===== src/rtl/mavg_pkg.sv =====
// Shared types and constants for the round-robin 3-tap moving-sum scheduler.
package mavg_pkg;

    localparam int DW_DEF = 8;
    localparam int OW_DEF = DW_DEF + 2;

    typedef enum logic {
        IDLE  = 1'b0,
        VALID = 1'b1
    } state_t;

    localparam int SAT_MAX_DEF = (1 << (DW_DEF - 1)) - 1;
    localparam int SAT_MIN_DEF = -(1 << (DW_DEF - 1));

    function automatic int ch_w(input int n);
        return (n > 1) ? $clog2(n) : 1;
    endfunction

    function automatic int sat_max(input int dw);
        return (1 << (dw - 1)) - 1;
    endfunction

    function automatic int sat_min(input int dw);
        return -(1 << (dw - 1));
    endfunction

endpackage


===== src/rtl/rr_arbiter.sv =====
// Round-robin priority picker: first eligible channel after ptr, one-hot grant.
module rr_arbiter
    import mavg_pkg::*;
#(
    parameter int NCH = 4,
    parameter int CW  = ch_w(NCH)
) (
    input  logic [NCH-1:0] eligible,
    input  logic [CW-1:0]  ptr,
    output logic [NCH-1:0] grant
);

    logic          found;
    logic [CW-1:0] idx;

    always_comb begin
        grant = '0;
        found = 1'b0;
        idx   = '0;
        // Walk ptr+1 .. ptr+NCH so the last winner has lowest priority.
        for (int k = 1; k <= NCH; k++) begin
            idx = CW'((int'(ptr) + k) % NCH);
            if (!found && eligible[idx]) begin
                grant[idx] = 1'b1;
                found      = 1'b1;
            end
        end
    end

endmodule


===== src/rtl/mavg_rr_sched.sv =====
// Shares one 3-tap moving-sum datapath among NCH channels via round-robin grant.
// Optional: define MAVG_SAT_EN to clamp results to the signed DW range.
module mavg_rr_sched
    import mavg_pkg::*;
#(
    parameter int NCH = 4,
    parameter int DW  = DW_DEF,
    parameter int OW  = DW + 2
) (
    input  logic                    clk,
    input  logic                    rst,
    input  logic [NCH-1:0]          req,
    input  logic [NCH*DW-1:0]       din,
    input  logic [NCH-1:0]          clr,
    output logic [NCH-1:0]          ack,
    output logic                    out_valid,
    input  logic                    out_ready,
    output logic [OW-1:0]           out_data,
    output logic [$clog2(NCH)-1:0]  out_ch
);

    localparam int CW = $clog2(NCH);

    state_t                state, state_nxt;
    logic [CW-1:0]         ptr, g;
    logic [NCH-1:0]        eligible, grant;
    logic                  slot_free, take;
    logic signed [DW-1:0]  h1 [NCH];
    logic signed [DW-1:0]  h2 [NCH];
    logic signed [DW-1:0]  s_din, s_h1, s_h2;
    logic signed [OW-1:0]  sum, res;

    // A cleared channel is never eligible in the same cycle.
    assign eligible  = req & ~clr;
    assign slot_free = (state == IDLE) || out_ready;
    assign ack       = slot_free ? grant : '0;
    assign take      = |ack;
    assign out_valid = (state == VALID);

    rr_arbiter #(
        .NCH (NCH),
        .CW  (CW)
    ) u_arb (
        .eligible (eligible),
        .ptr      (ptr),
        .grant    (grant)
    );

    always_comb begin
        g     = '0;
        s_din = '0;
        s_h1  = '0;
        s_h2  = '0;
        for (int c = 0; c < NCH; c++) begin
            if (grant[c]) begin
                g     = CW'(c);
                s_din = din[c*DW +: DW];
                s_h1  = h1[c];
                s_h2  = h2[c];
            end
        end
    end

    assign sum = OW'(s_din) + OW'(s_h1) + OW'(s_h2);

`ifdef MAVG_SAT_EN
    localparam logic signed [OW-1:0] SAT_HI = OW'(sat_max(DW));
    localparam logic signed [OW-1:0] SAT_LO = OW'(sat_min(DW));

    always_comb begin
        res = sum;
        if (sum > SAT_HI)
            res = SAT_HI;
        else if (sum < SAT_LO)
            res = SAT_LO;
    end
`else
    assign res = sum;
`endif

    always_ff @(posedge clk or posedge rst) begin
        if (rst)
            state <= IDLE;
        else
            state <= state_nxt;
    end

    // A grant while VALID reloads the slot directly, so draining costs no bubble.
    always_comb begin
        state_nxt = state;
        case (state)
            IDLE:    if (take) state_nxt = VALID;
            VALID: begin
                if (take)
                    state_nxt = VALID;
                else if (out_ready)
                    state_nxt = IDLE;
            end
            default: state_nxt = IDLE;
        endcase
    end

    always_ff @(posedge clk or posedge rst) begin
        if (rst) begin
            out_data <= '0;
            out_ch   <= '0;
            ptr      <= CW'(NCH - 1);
        end else if (take) begin
            out_data <= res;
            out_ch   <= g;
            ptr      <= g;
        end
    end

    always_ff @(posedge clk or posedge rst) begin
        if (rst) begin
            for (int c = 0; c < NCH; c++) begin
                h1[c] <= '0;
                h2[c] <= '0;
            end
        end else begin
            for (int c = 0; c < NCH; c++) begin
                if (clr[c]) begin
                    h1[c] <= '0;
                    h2[c] <= '0;
                end else if (ack[c]) begin
                    h2[c] <= h1[c];
                    h1[c] <= din[c*DW +: DW];
                end
            end
        end
    end

endmodule


===== config.mk =====
export PLATFORM = sky130hd
export DESIGN_NAME = mavg_rr_sched
export DESIGN_NICKNAME = d
export VERILOG_FILES = /design/src/rtl/mavg_pkg.sv /design/src/rtl/rr_arbiter.sv /design/src/rtl/mavg_rr_sched.sv
export SDC_FILE = /design/constraint.sdc
export NUM_CORES = 1
export LEC_CHECK = 0
export BUFFER_PORTS_ARGS = -buffer_cell sky130_fd_sc_hd__buf_2
export CORE_MARGIN = 2
export CORE_UTILIZATION = 30
export DETAILED_ROUTE_END_ITERATION = 12
export MAX_ROUTING_LAYER = met4
export SYNTH_ARGS = -nofsm -noshare
export SYNTH_HDL_FRONTEND = slang
export SYNTH_SLANG_ARGS = --single-unit

===== constraint.sdc =====
create_clock -name clk -period 5 [get_ports clk]
set_clock_uncertainty 0.2 [all_clocks]
set_input_delay 0.25 -clock clk [delete_from_list [all_inputs] [get_ports clk]]
set_output_delay 0.25 -clock clk [all_outputs]
set_load 0.05 [all_outputs]

==> summary.md, run 1 <==
| Metric | Value |
|---|---|
| ANT cells | 0 |
| Final wirelength | 17900 um |
| Required time of the critical path | roughly 5000 ps |
| FF-to-FF setup slack | 8 ps |
| CP Data Arrival Time | 5020 ps |
| Core region area | 16000 um^2 |
| Netlist cell types | 46 |
| Sequential area share after synthesis | 0.401 |
| GRT busiest layer | met2 |
| MaxCap Viol Count | 0 |
| CTS tree | yes |
| Met1 usage | 0.279 |
| Placed Cells | 878 |
| Initial Utilization | 0.309 |
| Final setup viols | 0 |
| Vias | 5093 |
| Cell accounting for the most synthesized area | dfrtp_1 |
| Period minus WS final | approximately 5000 ps |
| Fin cells | between 900 and 1000 |
| Drt drc | 0 |
| First-pass GRT wire length | 27600 um |
| Antenna violations before repair | 0 |
| Post-synth top area share | 0.390 |
| Synth Cell Area | between 4000 and 5000 um^2 |
| Min-Delay Path Class | input port to asynchronous set/reset pin |
| Slew @ Worst Pin | 1030 ps |
| Final worst setup slack | 7.75 ps |
| Die W | 132 um |
| Max Slew Vio Count | 0 |
| # rows | 46 |
| Drt initial violations | 389 |
| Ys flop type | dfrtp_1 |
| Worst r2r src | ptr[0] |
| Largest net degree at the start of global routing | 80 |
| Crit path cell chain | inv_2, ha_4, mux4_2, buf_6, a22o_4, a221oi_4, buf_6, nor2_4, a31o_4, fa_1, inv_2, ha_4, a21o_1, a21oi_4, nor2b_1, o21a_1, o41a_1, xor2_1, mux2_4 |
| Die Area | 17500 um^2 |
| Unrepaired setup endpoints after global routing | yes |
| Syn Nets | between 600 and 700 |
| Asr flop ratio synth | 1.00 |
| Fraction of layout cells with a size suffix above 1 | 0.326 |
| Crit path from | ptr[0] |
| Number of hold violations in the final report | 0 |
| R2R depth | 19 |
| #FFs+latches synth | 79 |
| CTS clk-pin slew, worst paths | approximately 60 ps |
| Chip height | 132 um |
| Buffers on Ports | 59 |
| GR Util met2 | 0.325 |
| Clk Latency, worst-skew pair | approximately 350 ps |
| Avg Inst Size Synth | about 8.5 um^2 |
| Slew HR | 0.313 |
| I/O Pins | 60 |
| Syn. warnings | 0 |
| Post-synth EDFFs | 0 |
| Worst-path maximum fanout | 7 |
| CP bufs+invs | 4 |
| Nets@finish | just under 800 |
| Clk root buf | clkbuf_16 |
| Vias per cell | 5.40 |
| Slowest cell on the critical path | fa_1 |
| Syn Inst Count | 582 |
| Routability cong. | 0.937 |
| DR WL/cell | 18.9 um |
| Fin crit share | 0.998 |
| RR Endpoint | out_data[8] |
| TritonCTS Buffers | 9 |
| Worst path top cell family by delay | compound AO/OA/AOI/OAI gates |
| Drt pass-1 iters | 5 |
| Clk buf depth | 2 |
| Post-Place Worst Slack | -98.9 ps |
| Total grt overflow | 0 |
| Startpoint Class | flop |
| Status | finished, final reports clean |
| Worst path max stage delay | 570 ps |
| Max Fclk | between 200 and 250 MHz |
| H-Tree Depth | 3 |
| Number of global-route vias before repair | 4956 |
| WS Path Type | flop to flop |
| Post-DP HPWL | 12900 um |
| CTS sink count | 79 |
| Final antenna-violating net count | 0 |
| Met3 Track Usage GR | 0.0546 |
| Area grow syn2layout | 42.1% |
| Critical path endpoint category | flop |
| GRT Resource Usage Total | 0.210 |
| Top cells by area, synth | dfrtp_1 (39%), a21oi_1 (8.4%), nand3_1 (7.9%) |
## final cells by class
class / instances / area [um^2]
repair buffers: 180 / 1410
multi-input cells: 431 / 2970
clock buffers: 12 / 236
flip-flops and latches: 79 / 1980
well taps: 216 / 270
inverters: 21 / 80.1
fillers: 1621 / 8980
clock inverters: 4 / 73.8
## cells by family after synthesis
| logic type | count (synthesis) | share of synthesized area |
|---|---|---|
| AND/OR/NAND/NOR | 218 | 0.209 |
| multiplexers | 14 | 0.0360 |
| buffers and inverters | 72 | 0.0618 |
| flip-flops | 79 | 0.401 |
| XOR/XNOR | 6 | 0.0106 |
| AO/OA/AOI/OAI | 172 | 0.215 |
| adder cells (fa/ha/maj) | 21 | 0.0669 |
## what timing repair did
action                                  CTS  global route
gates cloned                              1             2
pin swaps                                 4            26
hold buffers                             32             0
endpoints found under the hold margin    32             0
endpoints found under the setup margin    3             5
setup buffers                             8             6
gates resized for setup                  14            63
## layout by cell type, fill, tap and decap left out, types with 4 or more instances in the layout
master / synthesis / final
nor2b_1: 7 / 7
nor2_1: 21 / 17
nand2b_1: 5 / 4
nand4_1: 14 / 14
fa_1: 9 / 8
nand3_1: 78 / 76
o31a_1: 5 / 5
dlygate4sd3_1: 0 / 32
inv_1: 21 / 15
mux2_2: 5 / 4
ha_1: 12 / 8
nor3_1: 23 / 13
buf_6: 3 / 13
dfrtp_1: 77 / 77
a31oi_1: 5 / 4
inv_2: 0 / 5
a211oi_2: 0 / 4
a31o_2: 10 / 9
buf_2: 4 / 59
o21ai_0: 28 / 24
buf_4: 2 / 69
a21o_1: 6 / 6
mux2_1: 5 / 4
clkbuf_16: 0 / 11
nand2_1: 63 / 62
o31ai_2: 0 / 5
a211oi_1: 11 / 6
nor3_2: 0 / 7
a21oi_1: 83 / 79
## registers in the layout, indices dropped and copies added (netlist names)
signal and flops:
h1 32, out_valid 1, h2 32, out_ch 2, ptr 2, out_data 10
## per-stage QoR
step / hold slack [ps] / cell area, um^2 / TNS, ps / utilization
finish: 18.1 / 7020 / 0 / 0.439
global route: 115 / 7020 / -261 / 0.439
CTS: 71.4 / 6650 / 0 / 0.415
detailed placement: 268 / 5910 / -196 / 0.369
global placement: 261 / 5910 / -34.5 / 0.369
floorplan: 189 / 5000 / 0 / -
## tightest hold or removal path, delay by kind of cell
kind / cells / cell delay, ps
buffers and inverters: 3 / 890
## worst max-delay path by stage
stage,slack (ps),to,cells past startpoint
2_1_floorplan,0.2,out_data[7],20
3_3_place_gp,-20,out_data[7],18
3_5_place_dp,-100,out_data[7],18
4_1_cts,20,out_data[8],20
5_1_grt,-100,out_data[8],19
6_report,8,out_data[8],19
## synthesized netlist by cell type (all sizes together), types with 3 or more instances
cell,count
nor3,23
nor2,21
ha,12
nand3,78
a211oi,11
xor2,3
nand4,14
nand2b,5
xnor2,3
fa,9
o31ai,8
inv,21
a21oi,83
or3,3
a31o,10
mux2,10
nand2,63
a31oi,5
o31a,5
dfrtp,77
nor2b,7
a22o,4
o21ai,28
clkbuf,35
a21o,6
buf,16
## layer usage
metal	vias to the layer above	part of all wire
li1	2371	-
met1	2537	0.44
met2	169	0.48
met3	16	0.061
met4	0	0.013
met5	-	0
Power of run 1 is not shown: default switching activity piles up to over one toggle a cycle in this logic, so the estimate is an artifact.
==> run 2, diff against run 1 <==
SYNTH_HIERARCHICAL = 1   (was default)
==> summary.md, run 2 <==
| Metric | Value |
|---|---|
| Status | finished with violations (was finished, final reports clean) |
| Failing checks | setup timing |
| Initial Utilization | 0.305 (was 0.309) |
| FF+latch area | 1980 um^2 (unchanged) |
| Slew @ Worst Pin | 1060 ps (was 1030 ps) |
| FF-to-FF setup slack | -40 ps (was 8 ps) |
| MaxCap Viol Count | 0 (unchanged) |
| Slew HR | 0.296 (was 0.313) |
| Drt initial violations | 413 (was 389) |
| Setup TNS after final layout | -72.8 ps (was 0 ps) |
| GRT Resource Usage Total | 0.194 (was 0.210) |
| #FFs+latches synth | 79 (unchanged) |
| CTS clk-pin slew, worst paths | 70 ps (was 60 ps) |
| Final wirelength | 15100 um (was 17900 um) |
| Syn. warnings | 6 (was 0) |
| Vias | 4418 (was 5093) |
| Most frequent cells in the layout | nand2_1 (168), a21oi_1 (87), dfrtp_1 (77) (was a21oi_1 (79), dfrtp_1 (77), nand3_1 (76)) |
| Post-DP HPWL | 11000 um (was 12900 um) |
| H-Tree Depth | 3 (unchanged) |
| Most common cell after layout, fill and taps aside | nand2_1 (was a21oi_1) |
| Buffers on Ports | 59 (unchanged) |
| Met3 routed WL | 925 um (was 1090 um) |
| Fill count | 1525 (was 1621) |
| Fraction of layout cells with a size suffix above 1 | 0.244 (was 0.326) |
| First-pass GRT wire length | 23500 um (was 27600 um) |
| WS Path Type | flop to flop (unchanged) |
| Synth Cell Area | 4630 um^2 (was 4940 um^2) |
| I/O Pins | 60 (unchanged) |
| Min-Delay Path Class | input port to asynchronous set/reset pin (unchanged) |
| Period minus WS final | 5040 ps (was 4990 ps) |
| Synth top cells by count | nand2_1 (169), a21oi_1 (88), dfrtp_1 (77) (was a21oi_1 (83), nand3_1 (78), dfrtp_1 (77)) |
| Cell accounting for the most synthesized area | dfrtp_1 (unchanged) |
| # rows | 45 (was 46) |
| Syn Inst Count | 543 (was 582) |
| Required time of the critical path | 5020 ps (was 5030 ps) |
| DR WL/cell | 17.7 um (was 18.9 um) |
| Number of global-route vias before repair | 4275 (was 4956) |
| Post-synth EDFFs | 0 (unchanged) |
| Final worst setup slack | -40.8 ps (was 7.75 ps) |
| Top flop regs | h1 x32, h2 x32, out_data x10 (unchanged) |
| Max Fclk | 198 MHz (was 200 MHz) |
| ANT cells | 0 (unchanged) |
| Top cells by area, synth | dfrtp_1 (42%), nand2_1 (14%), a21oi_1 (9.5%) (was dfrtp_1 (39%), a21oi_1 (8.4%), nand3_1 (7.9%)) |
| Drt pass-1 iters | 6 (was 5) |
| Nets@finish | 732 (was 786) |
| Largest net degree at the start of global routing | 80 (unchanged) |
| Netlist cell types | 45 (was 46) |
| Routability cong. | 0.936 (was 0.937) |
| R2R depth | 17 (was 19) |
| Area grow syn2layout | 33.9% (was 42.1%) |
| Antenna violations before repair | 0 (unchanged) |
| Sequential area share after synthesis | 0.428 (was 0.401) |
| Total grt overflow | 0 (unchanged) |
| Metal-1 WL | 6750 um (was 7910 um) |
| Worst-path maximum fanout | 6 (was 7) |
| Wire length on met2 | 7040 um (was 8640 um) |
| Chip height | 128 um (was 132 um) |
| Startpoint Class | flop (unchanged) |
| Unrepaired setup endpoints after global routing | yes (unchanged) |
| Max Slew Vio Count | 0 (unchanged) |
| Avg Inst Size Synth | 8.52 um^2 (was 8.48 um^2) |
| Drt drc | 0 (unchanged) |
| Fin crit share | 1.01 (was 0.998) |
| Worst r2r src | ptr[0] (unchanged) |
| CTS tree | yes (unchanged) |
| Clk Latency, worst-skew pair | 350 ps (about the same) |
| Clk root buf | clkbuf_16 (unchanged) |
| Core region area | 15100 um^2 (was 16000 um^2) |
| Die W | 128 um (was 132 um) |
| RR Endpoint | out_data[7] (was out_data[8]) |
| Syn Nets | 611 (was 646) |
| Final antenna-violating net count | 0 (unchanged) |
| Post-synth top area share | 0.416 (was 0.390) |
| Final setup viols | 2 (was 0) |
| Ys flop type | dfrtp_1 (unchanged) |
| Critical path endpoint category | flop (unchanged) |
| Most numerous cell in the Yosys netlist | nand2_1 (was a21oi_1) |
| Number of hold violations in the final report | 0 (unchanged) |
| CTS sink count | 79 (unchanged) |
| TritonCTS Buffers | 9 (unchanged) |
| Die Area | 16400 um^2 (was 17500 um^2) |
| Clk buf depth | 2 (unchanged) |
| Multi-input gate area | 2560 um^2 (was 2970 um^2) |
| Top sig layer | met4 (unchanged) |
| Asr flop ratio synth | 1.00 (unchanged) |
| Vias per cell | 5.16 (was 5.40) |
| CP Data Arrival Time | 5060 ps (was 5020 ps) |
## run 2: cell types whose count changed after synthesis, sizes merged, moves of 8 or more
cell and delta:
a211oi -8, a221oi +11, a22oi +15, a31o -10, clkbuf -23, mux2 -10, nand2 +107, nand3 -76
nand4 -14, nor3 -21, o21ai -18, o31ai -8
## run 2: cell families (layout without fill, tap and decap cells)
logic type | count (synthesis) | after routing | share of synthesized area
xor gates and xnor gates | 3 | 3 | 0.00568
muxes | 4 | 4 | 0.0211
and+or+nand+nor | 222 | 222 | 0.208
adders and majority gates | 25 | 25 | 0.0822
AOI/OAI and AO/OA | 153 | 153 | 0.204
DFF | 79 | 79 | 0.428
buffers and inverters | 57 | 183 | 0.0511
## run 2: worst max-delay path by stage
stage	start	endpoint	slack (ps)	cells after the start
5_1_grt	ptr[0]	out_data[7]	-250	16
6_report	ptr[0]	out_data[7]	-40	17
3_3_place_gp	ptr[1]	out_data[7]	-140	18
3_5_place_dp	ptr[1]	out_data[7]	-240	18
2_1_floorplan	ptr[0]	out_data[7]	20	17
4_1_cts	ptr[1]	out_data[8]	10	17
## run 2: stage by stage
stage / hold slack (ps) / std cells / cell area (um^2) / worst slack [ps] / util
final: 3.20 / 857 / 6190 / -40.8 / 0.409
after global routing: 94.7 / 857 / 6190 / -249 / 0.409
after CTS: 57.2 / 849 / 6030 / 10.5 / 0.398
after detailed placement: 264 / 793 / 5310 / -244 / 0.350
after global placement: 265 / 793 / 5310 / -136 / 0.350
after floorplan: 181 / 543 / 4660 / 23.5 / -
## run 2: repair_timing
item / in CTS / in global routing
resized for setup: 13 / 21
pin swaps: 4 / 16
gates cloned: 1 / 1
setup endpoints to repair: 5 / 6
buffers inserted: 7 / 7
hold endpoints to repair: 32 / 0
hold buffers: 32 / 0
## run 2: layout make-up
cell class              instances  area share
clock inverters                 4     0.00869
inverters                      27      0.0166
multi-input cells             407       0.413
well taps                     188      0.0380
flip-flops and latches         79       0.320
clock buffers                  12      0.0398
repair buffers                140       0.164
## run 2: worst max-delay path, cell delays in order, from the launching register on
cell and delay [ps]:
dfstp_2 540, inv_2 50, ha_4 270, mux4_2 540
nor4b_4 390, nand2_1 100, o211ai_1 200, buf_4 240
nor4b_4 90, buf_4 170, a221o_1 310, fa_1 400
ha_2 210, fa_2 340, a211o_1 340, a21o_1 180
a211oi_2 240, o21ai_1 100
## run 2: per-layer routing
layer,vias to the layer above,track usage
met1,2117,0.257
met2,152,0.299
li1,2116,-
met3,33,0.0321
met4,0,0.0756
met5,-,-
Power of run 2 is left out for the same reason.
